`src/rtl/byte_serial_add_seq_pkg.sv`:
```
// add_seq_pkg: shared state type, byte width and sizing helpers for the byte-serial adder
package add_seq_pkg;
  localparam int BYTE_W = 8;
  typedef enum logic [1:0] {IDLE, RUN, DONE} state_t;
  function automatic int num_bytes(input int width);
    return width / BYTE_W;
  endfunction
  function automatic int idx_width(input int width);
    return (width / BYTE_W > 1) ? $clog2(width / BYTE_W) : 1;
  endfunction
endpackage

```
`src/rtl/byte_serial_add_seq_if.sv`:
```
// byte_serial_add_seq_if: requester <-> sequencer bundle; op_sub exists only with ADDSEQ_SUB_EN
interface byte_serial_add_seq_if #(parameter int WIDTH = 32);
  logic             start;
  logic [WIDTH-1:0] a;
  logic [WIDTH-1:0] b;
`ifdef ADDSEQ_SUB_EN
  logic             op_sub;
`endif
  logic             busy;
  logic             done;
  logic [WIDTH-1:0] sum;
  logic             cout;
`ifdef ADDSEQ_SUB_EN
  modport master (output start, a, b, op_sub, input busy, done, sum, cout);
  modport slave  (input start, a, b, op_sub, output busy, done, sum, cout);
`else
  modport master (output start, a, b, input busy, done, sum, cout);
  modport slave  (input start, a, b, output busy, done, sum, cout);
`endif
endinterface

```
`src/rtl/byte_serial_add_seq_slice.sv`:
```
// byte_add_slice: combinational 8-bit adder with carry in/out, the single shared datapath
import add_seq_pkg::*;
module byte_add_slice (
  input  logic [BYTE_W-1:0] a,
  input  logic [BYTE_W-1:0] b,
  input  logic              cin,
  output logic [BYTE_W-1:0] s,
  output logic              cout
);
  assign {cout, s} = {1'b0, a} + {1'b0, b} + {{BYTE_W{1'b0}}, cin};
endmodule

```
`src/rtl/byte_serial_add_seq.sv`:
```
// byte_serial_add_seq: WIDTH-bit add via one 8-bit slice, LSB byte first, carry chained in a register.
// Define ADDSEQ_SUB_EN to add the op_sub input (a - b via ~b and carry-in 1).
import add_seq_pkg::*;
module byte_serial_add_seq #(parameter int WIDTH = 32) (
  input logic clk,
  input logic rst,
  byte_serial_add_seq_if.slave bus
);
  localparam int N  = num_bytes(WIDTH);
  localparam int IW = idx_width(WIDTH);
  state_t           state, nxt;
  logic [IW-1:0]    idx;
  logic [WIDTH-1:0] a_q, b_q, sum_q;
  logic             carry, cout_q, accept, last, slice_co, cin0;
  logic [WIDTH-1:0] b_in;
  logic [BYTE_W-1:0] a_byte, b_byte, slice_s;
`ifdef ADDSEQ_SUB_EN
  // Subtraction folds into the latched operand: a + ~b + 1
  assign b_in = bus.op_sub ? ~bus.b : bus.b;
  assign cin0 = bus.op_sub;
`else
  assign b_in = bus.b;
  assign cin0 = 1'b0;
`endif
  assign accept = bus.start && (state == IDLE || state == DONE);
  assign last   = idx == IW'(N - 1);
  assign a_byte = a_q[int'(idx)*BYTE_W +: BYTE_W];
  assign b_byte = b_q[int'(idx)*BYTE_W +: BYTE_W];
  byte_add_slice u_slice (
    .a    (a_byte),
    .b    (b_byte),
    .cin  (carry),
    .s    (slice_s),
    .cout (slice_co)
  );
  always_comb begin
    nxt = accept ? RUN : (state == RUN) ? (last ? DONE : RUN) : IDLE;
  end
  always_ff @(posedge clk) begin
    if (rst) state <= IDLE;
    else     state <= nxt;
  end
  always_ff @(posedge clk) begin
    if (rst) begin
      idx    <= '0;
      carry  <= 1'b0;
      sum_q  <= '0;
      cout_q <= 1'b0;
      a_q    <= '0;
      b_q    <= '0;
    end else if (accept) begin
      a_q   <= bus.a;
      b_q   <= b_in;
      idx   <= '0;
      carry <= cin0;
      sum_q <= '0;
    end else if (state == RUN) begin
      sum_q[int'(idx)*BYTE_W +: BYTE_W] <= slice_s;
      carry <= slice_co;
      if (last) cout_q <= slice_co;
      else      idx <= idx + 1'b1;
    end
  end
  assign bus.busy = state == RUN;
  assign bus.done = state == DONE;
  assign bus.sum  = sum_q;
  assign bus.cout = cout_q;
endmodule

```
`src/flat_wrapper.sv`:
```
// flat-port wrapper written by rule: the top's interface ports become plain ports
module byte_serial_add_seq_flat 
#(parameter int WIDTH = 32)
  (clk, rst, bus_start, bus_a, bus_b, bus_busy, bus_done, bus_sum, bus_cout);
  byte_serial_add_seq_if #(.WIDTH(WIDTH)) bus_i ();
  input logic clk;
  input logic rst;
  input wire logic [$bits(bus_i.start)-1:0] bus_start;
  input wire logic [$bits(bus_i.a)-1:0] bus_a;
  input wire logic [$bits(bus_i.b)-1:0] bus_b;
  output wire logic [$bits(bus_i.busy)-1:0] bus_busy;
  output wire logic [$bits(bus_i.done)-1:0] bus_done;
  output wire logic [$bits(bus_i.sum)-1:0] bus_sum;
  output wire logic [$bits(bus_i.cout)-1:0] bus_cout;
  assign bus_i.start = bus_start;
  assign bus_i.a = bus_a;
  assign bus_i.b = bus_b;
  assign bus_busy = bus_i.busy;
  assign bus_done = bus_i.done;
  assign bus_sum = bus_i.sum;
  assign bus_cout = bus_i.cout;
  byte_serial_add_seq #(.WIDTH(WIDTH)) u_core (.clk(clk), .rst(rst), .bus(bus_i));
endmodule
```
`config.mk`:
```
export PLATFORM = sky130hd
export DESIGN_NAME = byte_serial_add_seq_flat
export DESIGN_NICKNAME = d
export VERILOG_FILES = /design/src/rtl/byte_serial_add_seq_pkg.sv /design/src/rtl/byte_serial_add_seq_if.sv /design/src/rtl/byte_serial_add_seq_slice.sv /design/src/rtl/byte_serial_add_seq.sv /design/src/flat_wrapper.sv
export SDC_FILE = /design/constraint.sdc
export NUM_CORES = 1
export LEC_CHECK = 0
export BUFFER_PORTS_ARGS = -buffer_cell sky130_fd_sc_hd__buf_4
export CORE_ASPECT_RATIO = 0.5
export CORE_UTILIZATION = 58
export DETAILED_ROUTE_END_ITERATION = 7
export PLACE_DENSITY = 0.94
export SLEW_MARGIN = 20
export SYNTH_ARGS = -nofsm -noshare
export SYNTH_HDL_FRONTEND = slang
export SYNTH_SLANG_ARGS = --single-unit
```
`constraint.sdc`:
```
create_clock -name clk -period 7.4 [get_ports clk]
set_input_delay 0.37 -clock clk [delete_from_list [all_inputs] [get_ports clk]]
set_output_delay 0.37 -clock clk [all_outputs]
set_load 0.03 [all_outputs]
```
# Word-level counts from Yosys, hierarchy flattened
# Index checks and enable logic that the tools add are counted.
[totals]
register_bits = 102
in_bits = 67
out_inout_bits = 35
elab_cells = 33
[op_classes]
n_addsub = 4
eq_ne = 3
n_shift = 4
muxes = 4
bitwise_logic = 3
reduce_logical = 7
[ops]
columns = ["op", "n"]
rows = [
  ["$shiftx 32x6->8", 2],
  ["$neg 5->33", 1],
  ["$shift 8x33->32 const A", 1],
  ["$shiftx 8x33->32", 1],
  ["$bwmux 32", 1],
  ["$add 8x8->9", 1],
  ["$add 9x1->9", 1],
  ["$eq 2x2->1 const B", 2],
  ["$not 1->1", 3],
  ["$reduce_and 3->1", 1],
  ["$reduce_or 3->1", 1],
  ["$add 2x1->2 const B", 1],
  ["$eq 2x1->1 const B", 1],
  ["$logic_not 2->1", 1],
  ["$mux 1", 2],
  ["$mux 2", 1],
  ["$reduce_and 2->1", 1],
  ["$reduce_or 2->1", 1],
  ["$logic_and 1x1->1", 1],
  ["$logic_or 1x1->1", 1],
]

# Longest topological paths before layout
[logic_depth]
ltp_word = 5
mapped_depth = 11
depth_no_buf = 9

# Cells and area by module
# From an unflattened synthesis, not the netlist that was laid out.
[unflattened]
hier_cells = 461
hier_area_um2 = 4327.9
[modules_own_cells]
columns = ["mod", "n_inst", "cells_each", "area_per_inst_um2", "seq_area_each_um2"]
rows = [
  ["byte_serial_add_seq", 1, 419, 3996.3, 2042.0],
  ["byte_add_slice", 1, 42, 331.6, 0.0],
]

# Worst setup path before layout
# Ideal clock, no wire load.
[synth_path]
kind = "register to register"
from = "register u_core.idx[0]"
to = "register u_core.sum_q[14] (netlist: u_core.bus.sum[14])"
setup_ps = 59
arrival_ps = 3222
required_time_ps = 7341
path_slack_ps = 4118
path_stages_with_launch = 12
n_path_buf = 2
synth_period_minus_slack_ps = 3282
cell_sequence = "dfxtp_1 > buf_4 > buf_2 > mux4_2 > fa_1 > inv_1 > fa_1 > nor2b_4 > o31a_1 > or4_4 > nand3_2 > a22o_1"
[synth_via]
elab_chain_cells = 5
word_cells_on_any_way = 8
cone_classes = "3 x add/sub; 4 x shift; 1 x mux"
[synth_rtl]
columns = ["element", "line", "source"]
rows = [
  ["start, declared", "byte_serial_add_seq.sv:12", "logic [IW-1:0] idx;"],
  ["start signal, assigned", "byte_serial_add_seq.sv:61", "else idx <= idx + 1'b1;"],
  ["$shiftx 32x6->8, on equally long branches", "byte_serial_add_seq.sv:27, byte_serial_add_seq.sv:28", ""],
  ["$add 8x8->9", "byte_serial_add_seq_slice.sv:10", "assign {cout, s} = {1'b0, a} + {1'b0, b} + {{BYTE_W{1'b0}}, cin};"],
  ["$add 9x1->9", "byte_serial_add_seq_slice.sv:10", ""],
  ["$shiftx 8x33->32", "byte_serial_add_seq.sv:58", "sum_q[int'(idx)*BYTE_W +: BYTE_W] <= slice_s;"],
  ["$bwmux 32 (*)", "byte_serial_add_seq.sv:58", ""],
  ["end signal, assigned by index", "byte_serial_add_seq.sv:58", ""],
  ["end, declared", "byte_serial_add_seq.sv:13", "logic [WIDTH-1:0] a_q, b_q, sum_q;"],
]
# Every way passes the cells marked *; elsewhere a longest branch is shown, timed or not.
# A chain may end at the register's enable or synchronous reset.

# Final worst setup path
[layout_path]
from = "register u_core.idx[0]"
to = "register u_core.sum_q[6] (netlist: u_core.bus.sum[6])"
# Same word-level chain as after synthesis.

==> flow_summary.yaml <==
detailed_routing:
  wl_per_cell_um: 16.5
  viasPerCell: 5.86
  ant_nets: 0
  drt_first_pass_iters: 8
  first_iter_violations: 466
  vias: 3989
  drc: 5
  wirelength_um: 11300
global_route:
  use_met3: 0.0779
  grt-busiest-layer: "met2"
  grt_max_degree: 70
  gr-total-overflow: 0
  grt_pass1_wl_um: 18200
  grt_antenna_before_repair: 0
  grt_usage: 0.295
  grt_pass1_vias: 3690
  met2_usage: 0.481
  gr-usage-met1: 0.380
clock_network:
  numCtsBuffers: 9
  clock_sinks: 102
  cts_max_path_buffers: 2
  post_cts_buffers: 0
  clock_latency_ns: 0.35
  cts_tree: "yes"
  clkTransAtPathRegs_ns: 0.07
  cts_resized: 0
  cts-htree-levels: 3
  cts_hold_buf: 0
  clock-root-buffer: "clkbuf_16"
power:
  ir_drop_mv: 0.130
  p_leak_nw: 2.27
  power.density_nw_per_um2: 235
status:
  violations: "DRC"
  status: "finished, violations left"
floorplan:
  fp.dieW_um: 126
  start_util: 0.602
  fp.dieArea_um2: 8010
  rows: 22
  die_h_um: 63.8
  pin_count: 102
  core_area_um2: 7350
timing:
  worst_pin_slew_ns: 1.04
  maxSlewHeadroom: 0.308
  final.period_utilization: 0.495
  rsz0062_at_grt: "no"
  fmax_mhz: 273
  fin_crit_ns: 3.66
  tns_ns: 0
  setup_slack_ns: 3.74
  setup_viol: 0
  hold_violations: 0
  finClkSkew_ns: 0.00699
  maxSlewViolCount: 0
synth:
  ys_ff_latch: 102
  synth-warning-count: 0
  synth-edff-count: 0
  synthFlopType: "dfxtp_1"
  netlist_instances: 496
  synth_cell_types: 45
  async_reset_ff_frac: 0
  syn_area_um2: 4430
  syn-num-nets: 578
  avgSynthCellArea_um2: 8.93
  yosysSeqAreaShare: 0.461
final_layout:
  utilization: 0.760
  syn_to_final_growth_pct: 26.1
  final_area_um2: 5580
  drive_gt1_frac: 0.256
  nNetsFinal: 662
  diodes: 0
placement:
  place_area_um2: 5210
  detailedPlacementHpwl_um: 7290
  gp_congestion: 0.852
  pre_cts_ws_ns: 3.76
  io_buffers: 101
worst_setup_path:
  crit_path_max_fanout: 13
  crit_top_cell: "fa_1"
  crit_chain: "buf_4 -> mux4_2 -> fa_1 -> inv_1 -> fa_1 -> nor2b_4 -> o31a_1 -> or4_4 -> nand3_2 -> a22o_1"
  required_ns: 7.69
  max_stage_delay_ns: 0.74
  slowest_stage: "dfxtp_1"
  cp.arrival_ns: 3.96
  crit_path_end_kind: "register"
  cp-start-kind: "register"
  critPathKind: "register to register"
run:
  maxCapViolCount: 0
hold_path:
  min_path_type: "primary input to register"
## critical path: cells and delay by family (launching register included)
kind | cells | cell delay, ns
flip-flops | 1 | 0.74
adder cells (fa/ha/maj) | 2 | 0.70
AND/OR/NAND/NOR | 3 | 0.67
multiplexers | 1 | 0.55
buffers and inverters | 2 | 0.49
AO/OA/AOI/OAI | 2 | 0.44
## path summary, 6_finish.rpt
check	start	end	slack [ns]	cells past startpoint
min reg2reg	u_core.a_q[29]	u_core.a_q[29]	0.46	2
max	u_core.idx[0]	u_core.bus.sum[6]	3.74	10
max reg2reg	u_core.idx[0]	u_core.bus.sum[6]	3.74	10
min	bus_a[10]	u_core.a_q[10]	0.26	3
## metal layers
metal / wire length [µm] / part of all wire
met1: 4950 / 0.44
met2: 5260 / 0.47
met3: 809 / 0.072
met4: 234 / 0.021
met5: 0 / 0
## placed cells by master, fill, tap and decap left out, types with 3 or more instances in the layout
cell type,Yosys,final
a32o_1,4,4
dfxtp_1,102,102
mux4_2,16,16
a21oi_1,73,73
o21ai_0,3,3
ha_1,13,13
xnor2_1,4,4
nand3_1,8,8
inv_1,6,6
clkbuf_16,0,9
nor2b_1,4,3
nor4_4,3,3
bufinv_16,0,3
a22oi_1,20,20
buf_4,1,104
a22o_1,4,4
nand2_1,138,138
o211ai_1,5,5
nor2_1,31,31
## power breakdown
| group | total, mW | internal (mW) | switching (mW) |
|---|---|---|---|
| Combinational | 0.170 | 0.0722 | 0.0974 |
| Sequential | 0.589 | 0.572 | 0.0166 |
| Clock | 0.553 | 0.343 | 0.210 |
## area by class of cell
cell class              instances  area, µm²
clock inverters                 6        116
repair buffers                105        796
inverters                       7       26.3
clock buffers                  10        239
multi-input cells             355       2240
well taps                      96        120
fillers                       489       1770
flip-flops and latches        102       2040
## state kept, by name (all words and copies together) (netlist names)
| signal | flops |
|---|---|
| u_core.a_q | 32 |
| u_core.b_q | 32 |
| u_core.bus.sum | 32 |
| u_core.idx | 2 |
| u_core.state | 2 |
| u_core.bus.cout | 1 |
| u_core.carry | 1 |
## cell families after synthesis
| family | count (synthesis) | synth area share |
|---|---|---|
| XOR/XNOR | 4 | 0.00791 |
| AO/OA/AOI/OAI | 119 | 0.163 |
| multiplexers | 17 | 0.0836 |
| AND/OR/NAND/NOR | 200 | 0.204 |
| buffers and inverters | 39 | 0.0342 |
| flip-flops | 102 | 0.461 |
| adder cells (fa/ha/maj) | 15 | 0.0458 |
## stage by stage
step / cells / total power, mW / hold slack, ns
2_1_floorplan: 496 / 0.704 / 0.433
3_3_place_gp: 664 / 0.757 / 0.439
3_5_place_dp: 664 / 0.763 / 0.446
4_1_cts: 680 / 1.31 / 0.261
5_1_grt: 681 / 1.35 / 0.264
6_report: 681 / 1.31 / 0.262
## cell usage after synthesis, types with 3 or more instances
cell / n / area (µm²)
a21oi_1: 73 / 365
a22o_1: 4 / 35.0
a22oi_1: 20 / 150
a32o_1: 4 / 40.0
buf_1: 5 / 18.8
clkbuf_1: 25 / 93.8
dfxtp_1: 102 / 2040
ha_1: 13 / 163
inv_1: 6 / 22.5
mux4_2: 16 / 360
nand2_1: 138 / 518
nand2b_1: 3 / 18.8
nand3_1: 8 / 40.0
nor2_1: 31 / 116
nor2b_1: 4 / 25.0
nor4_4: 3 / 63.8
o211ai_1: 5 / 37.5
o21ai_0: 3 / 15.0
xnor2_1: 4 / 35.0
Power figures use the tool's default switching activity.
